## src/rtl/padded_pixel_streamer.sv

```systemverilog
// Streams one feature-map frame to the window generator, wrapping the interior
// beats from upstream with PAD rings of zero beats; one issued beat per cycle max.
module padded_pixel_streamer #(
   parameter int PAD    = 1,
   parameter int DATA_W = 64
) (
   input  logic              clk,
   input  logic              rst,
   input  logic              start,
   input  logic [31:0]       img_width,
   input  logic [31:0]       img_height,
   input  logic [31:0]       in_channels,
   input  logic [DATA_W-1:0] s_data,
   input  logic              s_valid,
   output logic              s_ready,
   input  logic              m_ready,
   output logic [DATA_W-1:0] pixel_out,
   output logic              data_valid,
   output logic              busy,
   output logic              done
);

   typedef enum logic [1:0] {
      S_IDLE,
      S_RUN,
      S_DONE
   } state_t;

   localparam logic [32:0] PAD_V  = 33'(PAD);
   localparam logic [32:0] PAD_X2 = 33'(2 * PAD);

   state_t      state;
   logic [31:0] w_r;
   logic [31:0] h_r;
   logic [31:0] c_r;
   logic [31:0] beat;
   logic [31:0] col;
   logic [31:0] row;

   logic [32:0] col_last;
   logic [32:0] row_last;
   logic [31:0] beat_last;
   logic        beat_end;
   logic        col_end;
   logic        row_end;
   logic        border;
   logic        running;
   logic        issue;
   logic        zero_cfg;

   // Padded extents are 33 bits so W+2*PAD cannot wrap for legal configs.
   assign col_last  = {1'b0, w_r} + PAD_X2 - 33'd1;
   assign row_last  = {1'b0, h_r} + PAD_X2 - 33'd1;
   assign beat_last = c_r - 32'd1;

   assign beat_end = (beat == beat_last);
   assign col_end  = ({1'b0, col} == col_last);
   assign row_end  = ({1'b0, row} == row_last);

   assign border = (PAD != 0) &&
                   ((row == 32'd0) || ({1'b0, row} == {1'b0, h_r} + PAD_V) ||
                    (col == 32'd0) || ({1'b0, col} == {1'b0, w_r} + PAD_V));

   assign running  = (state == S_RUN);
   assign issue    = running && m_ready && (border || s_valid);
   assign s_ready  = running && !border && m_ready;
   assign busy     = (state != S_IDLE);
   assign zero_cfg = (img_width == 32'd0) || (img_height == 32'd0) ||
                     (in_channels == 32'd0);

   always_ff @(posedge clk) begin
      if (rst) begin
         state      <= S_IDLE;
         w_r        <= '0;
         h_r        <= '0;
         c_r        <= '0;
         beat       <= '0;
         col        <= '0;
         row        <= '0;
         pixel_out  <= '0;
         data_valid <= 1'b0;
         done       <= 1'b0;
      end else begin
         done       <= 1'b0;
         data_valid <= issue;
         if (issue) begin
            pixel_out <= border ? '0 : s_data;
         end

         case (state)
            S_IDLE: begin
               if (start) begin
                  w_r   <= img_width;
                  h_r   <= img_height;
                  c_r   <= in_channels;
                  beat  <= '0;
                  col   <= '0;
                  row   <= '0;
                  state <= zero_cfg ? S_DONE : S_RUN;
               end
            end
            S_RUN: begin
               if (issue) begin
                  // The final beat leaves the counters parked on their last values.
                  if (beat_end && col_end && row_end) begin
                     state <= S_DONE;
                  end else if (!beat_end) begin
                     beat <= beat + 32'd1;
                  end else begin
                     beat <= '0;
                     if (col_end) begin
                        col <= '0;
                        row <= row + 32'd1;
                     end else begin
                        col <= col + 32'd1;
                     end
                  end
               end
            end
            S_DONE: begin
               done  <= 1'b1;
               state <= S_IDLE;
            end
            default: state <= S_IDLE;
         endcase
      end
   end

endmodule

```

## config.mk

```make
export PLATFORM = sky130hd
export DESIGN_NAME = padded_pixel_streamer
export DESIGN_NICKNAME = d
export VERILOG_FILES = /design/src/rtl/padded_pixel_streamer.sv
export SDC_FILE = /design/constraint.sdc
export NUM_CORES = 1
export LEC_CHECK = 0
export ABC_AREA = 1
export CAP_MARGIN = 10
export CORE_ASPECT_RATIO = 0.9
export CORE_MARGIN = 10
export CORE_UTILIZATION = 50
export CTS_CLUSTER_DIAMETER = 40
export DETAILED_ROUTE_END_ITERATION = 6
export DONT_BUFFER_PORTS = 1
export GPL_ROUTABILITY_DRIVEN = 0
export PLACE_DENSITY_LB_ADDON = 0.2
export SLEW_MARGIN = 20
export SYNTH_ARGS = -nofsm -noshare
export SYNTH_HDL_FRONTEND = slang
export SYNTH_SLANG_ARGS = --single-unit
```

## constraint.sdc

```tcl
create_clock -name clk -period 3.2 [get_ports clk]
set_clock_uncertainty 0.15 [all_clocks]
set_input_delay 0.64 -clock clk [delete_from_list [all_inputs] [get_ports clk]]
set_output_delay 0.64 -clock clk [all_outputs]
set_load 0.02 [all_outputs]
```

# Yosys cells after proc, flatten, opt, wreduce, memory -nomap -nowiden
# Cells that the tools add are included.
[word_totals]
ff_bits = 260
[classes]
n_addsub = 10
n_eq_ne = 13
n_mux = 22
reduce_logical = 26
[op_table]
columns = ["cell", "n"]
rows = [
  ["2-to-1 mux 32 bit", 12],
  ["case mux 32 bit (2 select lines)", 3],
  ["logical NOT 32 bit", 5],
  ["== test 32 x 33 -> 1 bit", 4],
  ["adder 32 x 1 -> 32 bit, second input constant", 3],
  ["adder 32 x 1 -> 33 bit, second input constant", 2],
  ["adder 32 x 2 -> 33 bit, second input constant", 2],
  ["subtractor 33 x 1 -> 33 bit, second input constant", 2],
  ["2-to-1 mux 64 bit", 1],
  ["== test 32 bit", 1],
  ["subtractor 32 x 1 -> 32 bit, second input constant", 1],
  ["2-to-1 mux 2 bit", 4],
  ["inequality test 2 bit, second input constant", 4],
  ["logical AND 1 bit", 6],
  ["logical OR 1 bit", 6],
  ["AND reduction 6 bit", 1],
  ["AND reduction 5 bit", 1],
  ["inequality test 2 x 1 -> 1 bit, second input constant", 2],
  ["case mux 2 bit (2 select lines)", 1],
  ["AND reduction 4 bit", 1],
  ["nonzero test 2 bit", 2],
  ["AND reduction 3 bit", 1],
  ["== test 2 x 1 -> 1 bit, second input constant", 1],
  ["== test 2 bit, second input constant", 1],
  ["other kinds (4)", 4],
]

# Depth between registers and ports, before layout
[depth]
depth_word = 9
ltp_mapped = 24

# Least setup slack after synthesis
# Ideal clock, no wire load.
[synth_timing]
path_kind = "reg-to-output"
start = "reg h_r[0]"
end = "out s_ready"
arrival_time_ns = 2.154
slack_ns = 0.256
path_stages_with_launch = 17
cell_sequence = "dfxtp_1 > ha_1 > nand2_1 > nor2_4 > nand2_1 > nor2_4 > nand3_1 > nand2_1 > nand2_1 > nand2_1 > inv_1 > nand2_1 > nor2_1 > nand3_1 > inv_1 > nor4_1 > buf_2"
[synth_between]
elab_chain_len = 8
[synth_lines]
columns = ["item", "line_no", "source"]
rows = [
  ["start: declaration", "34", "logic [31:0] h_r;"],
  ["start signal: assignment", "94", "h_r <= img_height;"],
  ["adder 32 x 1 -> 33 bit", "61", "((row == 32'd0) || ({1'b0, row} == {1'b0, h_r} + PAD_V) ||"],
  ["== test 32 x 33 -> 1 bit", "61", ""],
  ["logical OR 1 bit (2 in series)", "61", ""],
  ["logical OR 1 bit", "62", "(col == 32'd0) || ({1'b0, col} == {1'b0, w_r} + PAD_V));"],
  ["logical NOT 1 bit", "66", "assign s_ready = running && !border && m_ready;"],
  ["logical AND 1 bit (2 in series)", "66", ""],
  ["end: declaration", "15", "output logic s_ready,"],
]
# No other way between the ends.

# Worst setup path in the final report
[layout_timing]
start = "reg h_r[1]"
end = "out s_ready"
# Same word-level chain as after synthesis.

==> flow_metrics.tcl <==
set metrics [dict create \
    clockRootBuffer "clkbuf_16" \
    grt_overflow 0 \
    critical_path_class "flop to output pin" \
    cp_slowest_cell "dfxtp_2" \
    insertion_delay_ns 0.53 \
    p_leak_nw 8.17 \
    die_area_um2 41000 \
    initial_core_util_pct 50.6 \
    numCtsBuffers 38 \
    synthCells 2696 \
    synthTopCellsByArea "dfxtp_1 31%, nand2_1 16%, nor2_1 9.6%" \
    path_common_cell "nand2_1" \
    start_kind "flop" \
    dp_cells 3095 \
    drt_iter0_markers 1610 \
    n_fill_cell 3189 \
    worstPathArrival_ns 2.69 \
    final_cells 3181 \
    hold_viol_final 0 \
    tns_ns -1.59 \
    synth_flop_cell "dfxtp_1" \
    outcome "complete, but fails checks" \
    ys_ff_latch 260 \
    p_per_area_nw_per_um2 568 \
    clockBufferDepth 3 \
    holdWs_ns 0.0263 \
    regArea_um2 5240 \
    period_minus_slack_ns 3.48 \
    diodes 0 \
    crit_family "simple AND/OR/NAND/NOR gates" \
    setup_ws_ns -0.281 \
    slowest_delay_ns 0.35 \
    via_per_inst 5.61 \
    tightest_slew_ns 0.639 \
    ioPinCount 233 \
    violations "setup timing" \
    rsz0062_at_grt "true" \
    reg2reg_from "row[0]" \
    syn_area_per_cell_um2 6.18 \
    r2r_slack_ns -0.10 \
    grt_first_pass_wirelength_mm 87.9 \
    wl_per_cell_um 17.4 \
    slew_viol_final 0 \
    ys_seq_area_share_pct 31.2 \
    synth_edf_count 0 \
    grt_pass1_vias 16700 \
    worstRegToRegCells 15 \
    synthArstFlopShare_pct 0 \
    crit_fanout 7 \
    grt_usage_pct 26.1 \
    htree_levels 2 \
    drive_gt1_share_pct 11.8 \
    critPathLaunch "h_r[1]" \
    die_h_um 193 \
    endpoint_kind "output pin" \
    area_growth_pct 15.9 \
    path_clk_slew_ns 0.06 \
    critPathRequiredTime_ns 2.41 \
    synth_top_area_share_pct 31.2 \
    yosys_warnings 0 \
    fmax_mhz 287 \
    syn-num-nets 2869 \
    drc 0 \
    path_buf_inv 2 \
    multiInputGateArea_um2 10300 \
    routed-via-count 17900 \
    period_share_pct 109 \
    die_x_um 212 \
    ctsHoldBuffers 0 \
    numClockSinks 260 \
    max_slew_margin_pct 57.0 \
    num_rows 63 \
    dr.pass1.iters 6 \
    port-buffer-count 0 \
    crit_end "s_ready" \
    antenna_found_initial 1 \
    drv_cap 0 \
    syn-cell-area_um2 16700 \
    yosysTopAreaCell "dfxtp_1" \
    setup_viol 54 \
    r2r-end "row[24]" \
    ir_drop_uv 525 \
    cp_num_cells 16 \
    grt_max_degree 101 \
    hp-class "input port to flop" \
    core-area_um2 32900 \
    routed_wl_mm 55.4 \
    cts_tree "yes" \
    place_ws_ns -0.239 \
    dp_hpwl_mm 40.9 \
    nNetsFinal 2904 \
    ant_nets 0 \
    ys_types 44 \
    path_cells "ha_4 -> nand2_4 -> nor2_4 -> nand2_4 -> nor2_4 -> nand2_1 -> nand2_1 -> nand3_1 -> nand2_1 -> nor2_1 -> nand2_1 -> nor2_2 -> nand3_4 -> inv_2 -> nor4_4 -> buf_4" \
]
==> layout make-up <==
class | count | area share [%]
clock inverters | 20 | 1.23
multi-input cells | 2063 | 53.1
well taps | 422 | 2.74
inverters | 255 | 4.98
repair buffers | 113 | 5.26
flip-flops and latches | 260 | 27.1
clock buffers | 48 | 5.54
==> Yosys cell counts (19+ instances only) <==
cell type,instances
a21oi_1,125
dfxtp_1,260
nor2_1,424
clkbuf_1,80
buf_2,21
inv_1,240
xnor2_1,39
or2_2,19
xor2_1,95
o21ai_0,114
nor3_1,53
nand4_1,121
nand2_1,702
nor4_1,44
nor2_2,20
nand3_1,232
==> layout by cell type, fill, tap and decap left out, types with 40 or more instances in the layout <==
cell type	netlist	routed
buf_4	6	100
o21ai_0	114	114
nand2_1	702	692
nor2_1	424	402
nor3_1	53	52
dfxtp_1	260	238
xor2_1	95	95
inv_1	240	238
a21oi_1	125	125
nand3_1	232	223
clkbuf_16	0	40
nor4_1	44	43
nand4_1	121	121
==> metrics by stage <==
| step | util (%) | total power, mW | area [µm²] |
|---|---|---|---|
| after floorplan | - | 5.86 | 16700 |
| after global placement | 53.1 | 6.53 | 17500 |
| after detailed placement | 53.1 | 6.58 | 17500 |
| after CTS | 57.8 | 10.9 | 19000 |
| after global routing | 58.6 | 11.6 | 19300 |
| final | 58.6 | 11.0 | 19300 |
==> worst reg2reg max path, cell delays in order, from the launching register on <==
cell     delay, ns
dfxtp_1       0.38
ha_1          0.19
nand2_1       0.07
nor2_1        0.14
nand2_1       0.15
nor4_1        0.38
nand2_1       0.17
nor4_1        0.48
nand2_1       0.20
nor2_1        0.16
nand2_1       0.09
nor3_1        0.29
a21oi_1       0.12
nor3_1        0.16
nand2_1       0.07
nand2_1       0.06
==> routing by layer <==
layer / global-route usage (%) / routed length, µm / vias to the layer above
met5: 0 / 11 / -
met4: 10.7 / 2080 / 2
met3: 5.54 / 4980 / 135
met2: 41.5 / 25100 / 739
met1: 33.8 / 23200 / 8168
li1: - / - / 8812
==> registers in the layout, summed over array words and instances (netlist names) <==
register    count
pixel_out      64
data_valid      1
c_r            32
w_r            32
done            1
col            32
state           2
beat           32
h_r            32
row            32
==> timing repair <==
action	4_1_cts	5_1_grt
pin swaps	23	30
buffers inserted	9	7
gates resized for setup	46	48
setup endpoints to repair	152	158
gates cloned	1	2
==> kinds of logic (layout without fill, tap and decap cells) <==
family                   count (synthesis)  after routing  synth area share, %
AO/OA/AOI/OAI                          258            258                 8.03
XOR/XNOR                               134            134                 7.04
adder cells (fa/ha/maj)                  8              8                0.601
buffers and inverters                  375            436                 9.01
flip-flops                             260            260                 31.2
AND/OR/NAND/NOR                       1661           1663                 44.1
==> power by group <==
part	internal (mW)	total [mW]	leakage (nW)	switching [mW]
registers	3.55	4.00	2.14	0.449
logic	1.02	2.69	5.39	1.67
clock network	2.65	4.28	0.643	1.62
==> worst min path at each step <==
stage	to	cells past startpoint	slack [ns]	startpoint
finish	pixel_out[9]	1	0.03	rst
global route	pixel_out[9]	1	0.004	rst
CTS	pixel_out[8]	1	0.01	rst
detailed placement	done	1	0.34	state[0]
global placement	c_r[17]	2	0.33	c_r[17]
floorplan	c_r[1]	2	0.31	c_r[1]
Power figures use the tool's default switching activity.
